### config.mk
export PLATFORM = sky130hd
export DESIGN_NAME = pb_mode_select_flat
export DESIGN_NICKNAME = d
export VERILOG_FILES = /design/src/rtl/pb_mode_select_if.sv /design/src/rtl/pb_mode_select.sv /design/src/flat_wrapper.sv
export SDC_FILE = /design/constraint.sdc
export NUM_CORES = 1
export LEC_CHECK = 0
export ABC_CLOCK_PERIOD_IN_PS = 4500
export CAP_MARGIN = 20
export CORE_MARGIN = 2
export CORE_UTILIZATION = 32
export CTS_CLUSTER_SIZE = 25
export DETAILED_ROUTE_END_ITERATION = 7
export PLACE_DENSITY = 0.6
export SLEW_MARGIN = 5
export SYNTH_ARGS = -nofsm -noshare
export SYNTH_HDL_FRONTEND = slang
export SYNTH_SLANG_ARGS = --single-unit
### constraint.sdc
create_clock -name clk -period 4.5 [get_ports clk]
set_input_delay 0.9 -clock clk [delete_from_list [all_inputs] [get_ports clk]]
set_output_delay 0.9 -clock clk [all_outputs]
set_load 0.01 [all_outputs]
### src/rtl/pb_mode_select_if.sv
// pb_mode_select_if
// Groups the pushbutton inputs and the select/pulse outputs of pb_mode_select.
//   pb_n      raw active-low buttons (asynchronous), driven by the board side
//   pb_level  debounced level per button, 1 = pressed
//   pb_press  one-cycle pulse per accepted press (or auto-repeat)
//   sel       registered 2-bit operation select for the result mux
//   sel_chg   one-cycle pulse coincident with every sel update
//   dbg_state per-button FSM state, {button1, button0}, 2 bits each
// Handshake: there is no valid/ready pair on this bus. pb_press and sel_chg
// are self-qualifying single-cycle strobes; the consumer must sample them
// every cycle and cannot apply backpressure. Levels are valid every cycle.
// Modports: master = board/bench side, slave = pb_mode_select.
interface pb_mode_select_if;
  logic [1:0] pb_n;
  logic [1:0] pb_level;
  logic [1:0] pb_press;
  logic [1:0] sel;
  logic       sel_chg;
  logic [3:0] dbg_state;

  modport master (
    output pb_n,
    input  pb_level, pb_press, sel, sel_chg, dbg_state
  );

  modport slave (
    input  pb_n,
    output pb_level, pb_press, sel, sel_chg, dbg_state
  );
endinterface

### src/rtl/pb_mode_select.sv
// pb_mode_select
// Synchronises and debounces the two board pushbuttons, turns every accepted
// press into a single one-cycle pulse and toggles the matching bit of the
// registered operation select (00 arith, 01 compare, 1x logical).
// Ports:
//   clk   board clock
//   rst   synchronous active-high reset, highest priority
//   bus   pb_mode_select_if.slave (pb_n in; pb_level, pb_press, sel,
//         sel_chg, dbg_state out)
// Parameters:
//   DEBOUNCE_CYCLES  stable cycles needed to accept a level change (>= 2)
//   REPEAT_CYCLES    auto-repeat period while held (>= 2)
// Optional feature macro: PB_AUTOREPEAT_EN adds a per-button repeat counter
// that re-fires pb_press every REPEAT_CYCLES while the button stays pressed.
module pb_mode_select #(
  parameter int DEBOUNCE_CYCLES = 500000,
  parameter int REPEAT_CYCLES   = 25000000
) (
  input logic              clk,
  input logic              rst,
  pb_mode_select_if.slave  bus
);

  localparam int CNT_W = $clog2(DEBOUNCE_CYCLES);
  localparam logic [CNT_W-1:0] CNT_MAX = CNT_W'(DEBOUNCE_CYCLES - 1);
  localparam logic [CNT_W-1:0] CNT_ONE = CNT_W'(1);

`ifdef PB_AUTOREPEAT_EN
  localparam int RPT_W = $clog2(REPEAT_CYCLES);
  localparam logic [RPT_W-1:0] RPT_MAX = RPT_W'(REPEAT_CYCLES - 1);
  localparam logic [RPT_W-1:0] RPT_ONE = RPT_W'(1);
`endif

  // Both counters compare against PARAM-1, which needs PARAM >= 2.
  if (DEBOUNCE_CYCLES < 2 || REPEAT_CYCLES < 2) begin : g_param_check
    $error("pb_mode_select: DEBOUNCE_CYCLES and REPEAT_CYCLES must be >= 2");
  end

  typedef enum logic [1:0] {
    ST_RELEASED     = 2'd0,
    ST_PRESS_WAIT   = 2'd1,
    ST_PRESSED      = 2'd2,
    ST_RELEASE_WAIT = 2'd3
  } state_e;

  // Two-flop synchroniser on the raw active-low inputs; resets to released.
  logic [1:0] sync1_q;
  logic [1:0] sync2_q;

  always_ff @(posedge clk) begin
    if (rst) begin
      sync1_q <= 2'b11;
      sync2_q <= 2'b11;
    end else begin
      sync1_q <= bus.pb_n;
      sync2_q <= sync1_q;
    end
  end

  logic [1:0] press_d_vec;
  logic [1:0] press_q_vec;
  logic [1:0] level_vec;
  logic [3:0] state_vec;

  for (genvar g = 0; g < 2; g++) begin : g_btn
    state_e           state_q;
    logic [CNT_W-1:0] cnt_q;
    logic             level_q;
    logic             press_q;
    logic             press_d;
    logic             pressed;
`ifdef PB_AUTOREPEAT_EN
    logic [RPT_W-1:0] rpt_q;
`endif

    assign pressed = ~sync2_q[g];

    // The press pulse is decided from the current state so that pb_press,
    // sel and sel_chg can all register on the same edge.
    always_comb begin
      press_d = 1'b0;
      if (state_q == ST_PRESS_WAIT && pressed && cnt_q == CNT_MAX) begin
        press_d = 1'b1;
      end
`ifdef PB_AUTOREPEAT_EN
      if (state_q == ST_PRESSED && pressed && rpt_q == RPT_MAX) begin
        press_d = 1'b1;
      end
`endif
    end

    always_ff @(posedge clk) begin
      if (rst) begin
        state_q <= ST_RELEASED;
        cnt_q   <= '0;
        level_q <= 1'b0;
        press_q <= 1'b0;
`ifdef PB_AUTOREPEAT_EN
        rpt_q   <= '0;
`endif
      end else begin
        press_q <= press_d;
        case (state_q)
          ST_RELEASED: begin
            if (pressed) begin
              state_q <= ST_PRESS_WAIT;
              cnt_q   <= '0;
            end
          end
          ST_PRESS_WAIT: begin
            if (!pressed) begin
              state_q <= ST_RELEASED;
            end else if (cnt_q == CNT_MAX) begin
              state_q <= ST_PRESSED;
              level_q <= 1'b1;
`ifdef PB_AUTOREPEAT_EN
              rpt_q   <= '0;
`endif
            end else begin
              cnt_q <= cnt_q + CNT_ONE;
            end
          end
          ST_PRESSED: begin
            if (!pressed) begin
              state_q <= ST_RELEASE_WAIT;
              cnt_q   <= '0;
            end
`ifdef PB_AUTOREPEAT_EN
            else if (rpt_q == RPT_MAX) begin
              rpt_q <= '0;
            end else begin
              rpt_q <= rpt_q + RPT_ONE;
            end
`endif
          end
          ST_RELEASE_WAIT: begin
            // A release bounce returns to PRESSED without a pulse; the
            // repeat counter was held here so the repeat cadence resumes.
            if (pressed) begin
              state_q <= ST_PRESSED;
            end else if (cnt_q == CNT_MAX) begin
              state_q <= ST_RELEASED;
              level_q <= 1'b0;
`ifdef PB_AUTOREPEAT_EN
              rpt_q   <= '0;
`endif
            end else begin
              cnt_q <= cnt_q + CNT_ONE;
            end
          end
          default: state_q <= ST_RELEASED;
        endcase
      end
    end

    assign press_d_vec[g]       = press_d;
    assign press_q_vec[g]       = press_q;
    assign level_vec[g]         = level_q;
    assign state_vec[2*g +: 2]  = state_q;
  end

  // Simultaneous presses toggle both bits on one edge with one sel_chg.
  logic [1:0] sel_q;
  logic       sel_chg_q;

  always_ff @(posedge clk) begin
    if (rst) begin
      sel_q     <= 2'b00;
      sel_chg_q <= 1'b0;
    end else begin
      sel_q     <= sel_q ^ press_d_vec;
      sel_chg_q <= |press_d_vec;
    end
  end

  assign bus.pb_level  = level_vec;
  assign bus.pb_press  = press_q_vec;
  assign bus.sel       = sel_q;
  assign bus.sel_chg   = sel_chg_q;
  assign bus.dbg_state = state_vec;

endmodule

### src/flat_wrapper.sv
// flat-port wrapper written by rule: the top's interface ports become plain ports
module pb_mode_select_flat 
#(
  parameter int DEBOUNCE_CYCLES = 500000,
  parameter int REPEAT_CYCLES   = 25000000
)
  (clk, rst, bus_pb_n, bus_pb_level, bus_pb_press, bus_sel, bus_sel_chg, bus_dbg_state);
  pb_mode_select_if bus_i ();
  input logic clk;
  input logic rst;
  input wire logic [$bits(bus_i.pb_n)-1:0] bus_pb_n;
  output wire logic [$bits(bus_i.pb_level)-1:0] bus_pb_level;
  output wire logic [$bits(bus_i.pb_press)-1:0] bus_pb_press;
  output wire logic [$bits(bus_i.sel)-1:0] bus_sel;
  output wire logic [$bits(bus_i.sel_chg)-1:0] bus_sel_chg;
  output wire logic [$bits(bus_i.dbg_state)-1:0] bus_dbg_state;
  assign bus_i.pb_n = bus_pb_n;
  assign bus_pb_level = bus_i.pb_level;
  assign bus_pb_press = bus_i.pb_press;
  assign bus_sel = bus_i.sel;
  assign bus_sel_chg = bus_i.sel_chg;
  assign bus_dbg_state = bus_i.dbg_state;
  pb_mode_select #(.DEBOUNCE_CYCLES(DEBOUNCE_CYCLES), .REPEAT_CYCLES(REPEAT_CYCLES)) u_core (.clk(clk), .rst(rst), .bus(bus_i));
endmodule
==> out/metrics.csv, run 1 <==
stage,metric,value,unit
status,status,completed,
detailed_routing,wl_per_cell,12.5,um
synth,synth_top_area_share,41.9,%
critical_path,start_kind,input port,
clock_network,clkSinkCount,53,
clock_network,cts-htree-levels,2,
detailed_routing,drt_pre_antenna_iters,4,
layout,layout.cells.most_common,dfxtp_1,
critical_path,endpoint_kind,flip-flop,
detailed_routing,drc_errors,0,
clock_network,ctsResizeCount,0,
clock_network,cts_setup_buffers,0,
place,pre_cts_ws,1450,ps
critical_path,arrival,2830,ps
critical_path,critPathKind,input port to flip-flop,
pwr,total_power,0.790,mW
global_route,grt_first_pass_wirelength,8800,um
detailed_routing,vias,2044,
global_route,grt_max_degree,18,
timing,fmax,387,MHz
timing,fin_crit_sh,57.4,%
detailed_routing,antenna_left,0,
die,die_height,92.9,um
layout,areaGrowthSynthToFinish,12.2,%
layout,diodes,0,
timing,fin_skew,7.73,ps
synth,synth_nets,292,
die,io_pins,15,
clock_network,clk_latency,310,ps
timing,relSlewSlack,48.4,%
die,start_util,32.9,%
synth,synthDistinctLibCells,54,
layout,multi_input_area,1380,um^2
clock_network,holdBufCountCts,0,
layout,fill_cells,776,
global_route,overflow,0,
timing,layout_setup_ws,1920,ps
synth,syn_area,2530,um^2
synth,synthCells,286,
detailed_routing,viasPerCell,5.12,
layout,drive_above_1_share,10.4,%
pwr,p_leak,0.963,nW
place,place_hpwl,3480,um
global_route,track_usage,12.3,%
synth,ys_seq_area_share,41.9,%
worst_hold_path,min_path_type,flip-flop to flip-flop,
pwr,irDropWorstVdd,162,uV
detailed_routing,drt_iter0_drc,148,
global_route,first_global_vias,1901,
clock_network,cts_buffers,5,
timing,finalSetupViolCount,0,
synth,synth_area_leaders,"dfxtp_1 (42%), nor2_1 (5.6%), xor2_1 (5.5%), nand3_1 (3.6%), nand4_1 (3.5%)",
timing,tightest_slew,767,ps
critical_path,worstPathMaxFanout,14,
detailed_routing,wirelength,4980,um
job,max_cap_viol_count,0,
clock_network,cts_tree,done,
critical_path,cp_data_required_time,4750,ps
global_route,grt_antenna_before_repair,0,
synth,ys_warn_count,0,
synth,async_reset_ff_share,0,%
synth,ys_ff_latch,53,
place,routabilityCongestion,0.785,
timing,maxSlewViolCount,0,
place,portBuffers,14,
die,chipWidth,92.9,um
synth,synth-edff-count,0,
layout,layout_common_cells,"dfxtp_1 (53), nor2_1 (38), nand2_1 (21)",
clock_network,root_buffer,clkbuf_8,
die,dieArea,8630,um^2
synth,yosys.area.top_type,dfxtp_1,
timing,finalHoldViolations,0,
timing,min_period,2580,ps
layout,final_nets,303,
die,coreArea,7690,um^2
timing,setup-tns-final,0,ps
clock_network,clock_path_buffers,2,
layout,regArea,1060,um^2
clock_network,cts.clk_slew.worst_paths,90,ps
synth,dominantRegCellSynth,dfxtp_1,
pwr,power_density,278,nW/um^2
place,placed_cells,391,
die,rows,32,
layout,final_cells,399,
synth,synth.avg_cell_area,8.85,um^2
timing,rsz0062_at_grt,no,
layout make-up:
type / instances / share of cell area, %
inverter: 6 / 0.793
tap: 102 / 4.50
clock inverter: 1 / 0.264
timing repair buffer: 16 / 5.46
sequential: 53 / 37.4
multi-input combinational: 215 / 48.7
clock buffer: 6 / 2.91
per-layer routing:
metal / routed length [um] / track usage [%]
met1: 2500 / 17.0
met2: 2210 / 19.2
met3: 179 / 1.87
met4: 95 / 5.15
met5: 0 / 0
flip-flops by register name, indices dropped and copies added, names as in the netlist, named ones only:
name,flops
u_core.sync1_q,2
u_core.g_btn.cnt_q,38
u_core.sync2_q,2
u_core.g_btn.state_q,2
u_core.bus.sel,2
u_core.bus.sel_chg,1
u_core.g_btn.press_q,2
u_core.g_btn.level_q,2
where the power goes:
group,leakage (nW),switching [mW],internal [mW]
combinational,0.491,0.0198,0.0161
clock,0.0433,0.154,0.122
sequential,0.428,0.00529,0.473
through the flow:
step / hold slack [ps] / cell area [um^2] / util (%)
2_1_floorplan: 389 / 2530 / -
3_3_place_gp: 395 / 2740 / 35.7
5_1_grt: 446 / 2840 / 36.9
3_5_place_dp: 404 / 2740 / 35.7
6_report: 425 / 2840 / 36.9
4_1_cts: 427 / 2830 / 36.8
final timing paths:
kind / from / to / slack (ps) / depth (start not counted)
worst max-delay path: rst / u_core.g_btn[0].cnt_q[9] / 1920 / 6
worst min-delay path: u_core.sync1_q[1] / u_core.sync2_q[1] / 420 / 1
worst max register to register: u_core.g_btn[0].cnt_q[0] / u_core.g_btn[0].cnt_q[16] / 2410 / 6
worst min register to register: u_core.sync1_q[1] / u_core.sync2_q[1] / 420 / 1
worst max-delay path, stage by stage:
cell             delay (ps)
clkdlybuf4s50_1         640
buf_4                   300
o21bai_1                200
buf_4                   210
or4b_1                  500
nand2_1                  70
cells by family after synthesis:
logic type / Yosys count / share of synthesized area [%]
simple gates: 144 / 32.8
flops: 53 / 41.9
mux: 2 / 0.791
buf+inv: 18 / 3.41
compound gates: 42 / 10.8
xor+xnor: 25 / 9.25
fa+ha+maj: 2 / 0.989
cells in the mapped netlist (4+ instances only):
cell,instances
a21oi_1,12
buf_4,4
clkbuf_1,5
dfxtp_1,53
inv_1,6
nand2_1,21
nand3_1,18
nand4_1,14
nor2_1,38
nor3_1,7
nor4b_1,5
o211ai_1,4
o21ai_0,9
o21bai_1,4
or2_2,8
xnor2_1,7
xor2_1,16
Power figures use the tool's default switching activity.
==> inputs of run 2 (changes only) <==
Settings changed: ABC_CLOCK_PERIOD_IN_PS 4500 to 2550.
Clock period 4.5 ns to 2.55 ns, I/O delays scaled along.
==> out/metrics.csv, run 2 (same netlist as run 1, synthesis figures left out) <==
stage,metric,value,unit
status,status,completed,
timing,tightest_slew,455,ps
die,io_pins,15,
pwr,irDropWorstVdd,308,uV
layout,areaGrowthSynthToFinish,13.9,%
detailed_routing,viasPerCell,5.12,
die,chipWidth,92.9,um
timing,relSlewSlack,69.6,%
global_route,first_global_vias,1915,
layout,fill_cells,810,
die,die_height,92.9,um
clock_network,ctsResizeCount,0,
clock_network,root_buffer,clkbuf_8,
worst_hold_path,min_path_type,flip-flop to flip-flop,
critical_path,cp_top_family,compound AO/OA/AOI/OAI gates,
layout,largest_reg_flops,38,
critical_path,r2r_start,u_core.g_btn[0].state_q[0],
clock_network,cts_setup_buffers,0,
timing,finalHoldViolations,0,
critical_path,crit_path_top_delay_cell,dfxtp_1,
global_route,grt_max_degree,19,
global_route,track_usage,12.7,%
worst_hold_path,holdPathEnd,u_core.sync2_q[0],
timing,fmax,509,MHz
critical_path,critPathKind,flip-flop to flip-flop,
place,place_hpwl,3580,um
critical_path,critPathMaxStageDelay,480,ps
job,max_cap_viol_count,0,
die,coreArea,7690,um^2
die,rows,32,
global_route,grt_antenna_before_repair,0,
clock_network,holdBufCountCts,0,
critical_path,arrival,2200,ps
detailed_routing,drt_pre_antenna_iters,4,
clock_network,cts.clk_slew.worst_paths,110,ps
critical_path,path_cells,nor4bb_1 > nand4_2 > o21ai_2 > o21ai_0 > a21oi_1,
clock_network,clock_path_buffers,2,
place,placed_cells,397,
timing,finalSetupViolCount,0,
timing,fin_skew,6.27,ps
layout,drive_above_1_share,12.2,%
detailed_routing,wl_per_cell,12.4,um
layout,stdcell_area,2880,um^2
critical_path,r2r_cells,5,
clock_network,cts_tree,done,
die,start_util,32.9,%
critical_path,worstPathMaxFanout,9,
layout,largest_register,u_core.g_btn.cnt_q,
timing,maxSlewViolCount,0,
detailed_routing,wirelength,5030,um
critical_path,crit_buf_inv,0,
critical_path,endpoint_kind,flip-flop,
place,pre_cts_ws,321,ps
detailed_routing,drc_errors,0,
global_route,overflow,0,
layout,layout_common_cells,"dfxtp_1 (53), nor2_1 (38), nand2_1 (21)",
worst_hold_path,holdPathStages,1,
die,dieArea,8630,um^2
timing,fin_crit_sh,77.0,%
timing,setup-tns-final,0,ps
layout,diodes,0,
place,routabilityCongestion,0.784,
pwr,power_density,491,nW/um^2
layout,layout.cells.most_common,dfxtp_1,
critical_path,reg2reg_slack,590,ps
critical_path,r2r-end,u_core.g_btn[0].cnt_q[11],
place,place_area,2790,um^2
pwr,p_leak,0.988,nW
layout,final_nets,308,
detailed_routing,drt_iter0_drc,129,
critical_path,start_kind,flip-flop,
critical_path,cp_data_required_time,2790,ps
timing,min_period,1960,ps
detailed_routing,vias,2072,
clock_network,clkSinkCount,53,
layout,final_cells,405,
place,portBuffers,14,
timing,layout_setup_ws,587,ps
timing,rsz0062_at_grt,no,
global_route,grt_first_pass_wirelength,9050,um
timing,whs,422,ps
worst_hold_path,holdCritStartpoint,u_core.sync1_q[0],
clock_network,cts-htree-levels,2,
clock_network,cts_buffers,5,
detailed_routing,antenna_left,0,
clock_network,clk_latency,310,ps
[run 2: cell count changes in the layout (fill, tap and decap cells not counted), sizes merged]
cell and change:
inv +1, buf +5, clkinvlp +1, clkbuf -1
[run 2: final cells by class]
class	instances	area (um^2)	share of cell area, %
tap	102	128	4.43
timing repair buffer	21	193	6.69
clock inverter	3	26.3	0.912
multi-input combinational	215	1380	48.0
inverter	6	22.5	0.782
clock buffer	5	68.8	2.39
sequential	53	1060	36.8
[run 2: worst max path at each step]
stage / start / to / slack, ps / depth (start not counted)
final: u_core.g_btn[0].state_q[0] / u_core.g_btn[0].cnt_q[11] / 590 / 5
after global routing: u_core.g_btn[1].cnt_q[0] / u_core.g_btn[1].level_q / 460 / 6
after CTS: flip-flop / bus_dbg_state[3] / 570 / 1
after detailed placement: rst / u_core.g_btn[0].cnt_q[17] / 320 / 5
after global placement: rst / u_core.g_btn[0].cnt_q[13] / 360 / 5
after floorplan: u_core.g_btn[1].cnt_q[0] / u_core.g_btn[1].level_q / 780 / 7
[run 2: worst register-to-register path, stage by stage, from the launching register on]
cell and delay, ps:
dfxtp_1 480, nor4bb_1 330, nand4_2 330, o21ai_2 460
o21ai_0 170, a21oi_1 130
[run 2: power breakdown]
group	total (mW)	internal, mW	switching (mW)
sequential	0.845	0.836	0.00943
clock	0.503	0.200	0.303
combinational	0.0661	0.0306	0.0354
total	1.41	1.07	0.347
[run 2: through the flow]
step | util (%) | total power [mW]
final | 37.5 | 1.41
after global routing | 37.5 | 1.48
after CTS | 37.5 | 1.43
after detailed placement | 36.2 | 0.931
after global placement | 36.2 | 0.930
after floorplan | - | 0.907
[run 2: layer usage]
| layer | track usage, % | up-vias | wire length, um |
|---|---|---|---|
| met4 | 4.04 | 0 | 47 |
| li1 | - | 1048 | - |
| met3 | 2.52 | 6 | 181 |
| met1 | 17.5 | 968 | 2480 |
| met5 | 0 | - | 0 |
| met2 | 19.9 | 50 | 2320 |
==> inputs of run 3 (changes only) <==
Settings changed: ABC_CLOCK_PERIOD_IN_PS 2550 to 1700, PLACE_DENSITY 0.6 to 0.62.
Clock period 2.55 ns to 1.7 ns, I/O delays scaled along.
==> out/metrics.csv, run 3 (same netlist as run 1, synthesis figures left out) <==
stage,metric,value,unit
status,status,completed,
global_route,track_usage,13.9,%
clock_network,holdBufCountCts,0,
layout,layout.cells.most_common,buf_4,
timing,fin_skew,10.8,ps
detailed_routing,drt_pre_antenna_iters,4,
pwr,seqPwrFrac,59.7,%
pwr,p_leak,1.34,nW
worst_hold_path,holdPathEnd,u_core.sync2_q[0],
place,place_hpwl,4270,um
global_route,grt_first_pass_wirelength,9580,um
detailed_routing,viasPerCell,4.95,
pwr,power_frac_clock,34.1,%
critical_path,start_kind,flip-flop,
die,dieArea,8630,um^2
place,routabilityCongestion,0.829,
global_route,first_global_vias,2144,
critical_path,reg2reg_slack,10,ps
critical_path,r2r_start,u_core.g_btn[0].cnt_q[12],
layout,regArea,1080,um^2
layout,layout_common_cells,"buf_4 (57), dfxtp_1 (41), nor2_1 (36)",
layout,drive_above_1_share,32.9,%
timing,rsz0062_at_grt,yes,
worst_hold_path,min_path_type,flip-flop to flip-flop,
detailed_routing,drt_iter0_drc,191,
clock_network,clock_path_buffers,2,
die,coreArea,7690,um^2
pwr,power_density,612,nW/um^2
critical_path,arrival,1890,ps
critical_path,endpoint_kind,flip-flop,
pwr,switchingPower,0.504,mW
pwr,total_power,2.11,mW
timing,fmax,593,MHz
pwr,sw_frac_of_total,23.9,%
global_route,overflow,0,
pwr,p_int,1.60,mW
layout,largest_register,u_core.g_btn.cnt_q,
layout,fill_cells,747,
clock_network,root_buffer,clkbuf_8,
detailed_routing,vias,2268,
clock_network,cts_buffers,5,
global_route,grt_util_met3,2.28,%
global_route,grt_max_degree,19,
layout,stdcell_area,3440,um^2
timing,relSlewSlack,64.7,%
die,die_height,92.9,um
global_route,grt_use_met2,23.2,%
place,place_area,3150,um^2
detailed_routing,antenna_left,0,
detailed_routing,drc_errors,0,
clock_network,clk_latency,310,ps
global_route,grt_use_met1,17.8,%
layout,areaGrowthSynthToFinish,36.1,%
place,portBuffers,14,
layout,final_util,44.8,%
timing,fin_crit_sh,99.2,%
worst_hold_path,holdPathStages,1,
timing,min_period,1690,ps
pwr,irDropWorstVdd,399,uV
layout,multi_input_area,1520,um^2
layout,final_nets,361,
critical_path,cp_data_required_time,1900,ps
timing,maxSlewViolCount,0,
critical_path,r2r-end,u_core.bus.sel[0],
detailed_routing,wl_per_cell,12.9,um
critical_path,worstPathMaxFanout,3,
die,rows,32,
timing,finalHoldViolations,0,
die,io_pins,15,
pwr,pwr-share-comb,6.2,%
worst_hold_path,holdCritStartpoint,u_core.sync1_q[0],
critical_path,r2r_cells,7,
critical_path,critPathKind,flip-flop to flip-flop,
timing,tightest_slew,528,ps
clock_network,clkSinkCount,53,
global_route,busiest_layer,met2,
die,start_util,32.9,%
clock_network,cts_tree,done,
global_route,grt_antenna_before_repair,0,
job,max_cap_viol_count,0,
die,chipWidth,92.9,um
layout,largest_reg_flops,38,
clock_network,cts.clk_slew.worst_paths,100,ps
timing,finalSetupViolCount,0,
clock_network,cts-htree-levels,2,
detailed_routing,wirelength,5930,um
layout,diodes,0,
-- run 3: cell types whose count changed in the layout (fill, tap and decap cells not counted), moves of 4 or more --
cell             delta
dfxtp_1            -12
clkdlybuf4s50_1     -4
dfxtp_2            +10
buf_4              +50
-- run 3: area by class of cell --
type / instances / area share, %
Multi-Input combinational cell: 215 / 44.3
Timing Repair Buffer: 74 / 17.4
Sequential cell: 53 / 31.4
Tap cell: 102 / 3.71
Clock inverter: 2 / 0.436
Clock buffer: 6 / 2.11
Inverter: 6 / 0.654
-- run 3: routing by layer --
metal / vias up / part of all wire (%)
met4: 0 / 1.7
met1: 1062 / 47
met2: 48 / 47
met5: - / 0
met3: 7 / 3.7
li1: 1151 / -
-- run 3: worst max-delay path, stage by stage, from the launching register on --
cell	delay, ps
dfxtp_4	370
buf_6	120
nor4b_4	280
nand4b_1	150
buf_6	160
nor4_4	280
xnor2_1	160
nor2_1	60
-- run 3: worst max path at each step --
stage / slack (ps) / end / from
after floorplan: -30 / u_core.g_btn[1].level_q / u_core.g_btn[1].cnt_q[1]
after global placement: -120 / u_core.g_btn[0].cnt_q[13] / rst
after detailed placement: -110 / u_core.g_btn[0].cnt_q[13] / rst
after CTS: -50 / u_core.bus.sel_chg / u_core.g_btn[1].cnt_q[14]
after global routing: -170 / u_core.g_btn[1].cnt_q[2] / u_core.g_btn[1].cnt_q[14]
final: 10 / u_core.bus.sel[0] / u_core.g_btn[0].cnt_q[12]
-- run 3: power groups by stage --
stage	clock network [mW]	registers [mW]	logic [mW]
after global placement	0	1.29	0.124
after floorplan	0	1.29	0.0683
final	0.719	1.26	0.130
after global routing	0.783	1.26	0.142
after CTS	0.753	1.26	0.128
after detailed placement	0	1.29	0.127
-- run 3: timing repair --
action | in CTS | in global routing
setup endpoints to repair | 21 | 27
endpoints found under the hold margin | 0 | 0
pin swaps | 5 | 14
buffers inserted | 3 | 4
resized for setup | 18 | 25
-- run 3: stage by stage --
stage	hold WS, ps	cells	setup slack, ps	TNS (ps)
detailed placement	398	444	-114	-779
floorplan	389	286	-31.4	-31.4
global placement	396	444	-116	-701
finish	408	458	13.8	0
CTS	415	455	-49.9	-135
global route	436	458	-171	-859
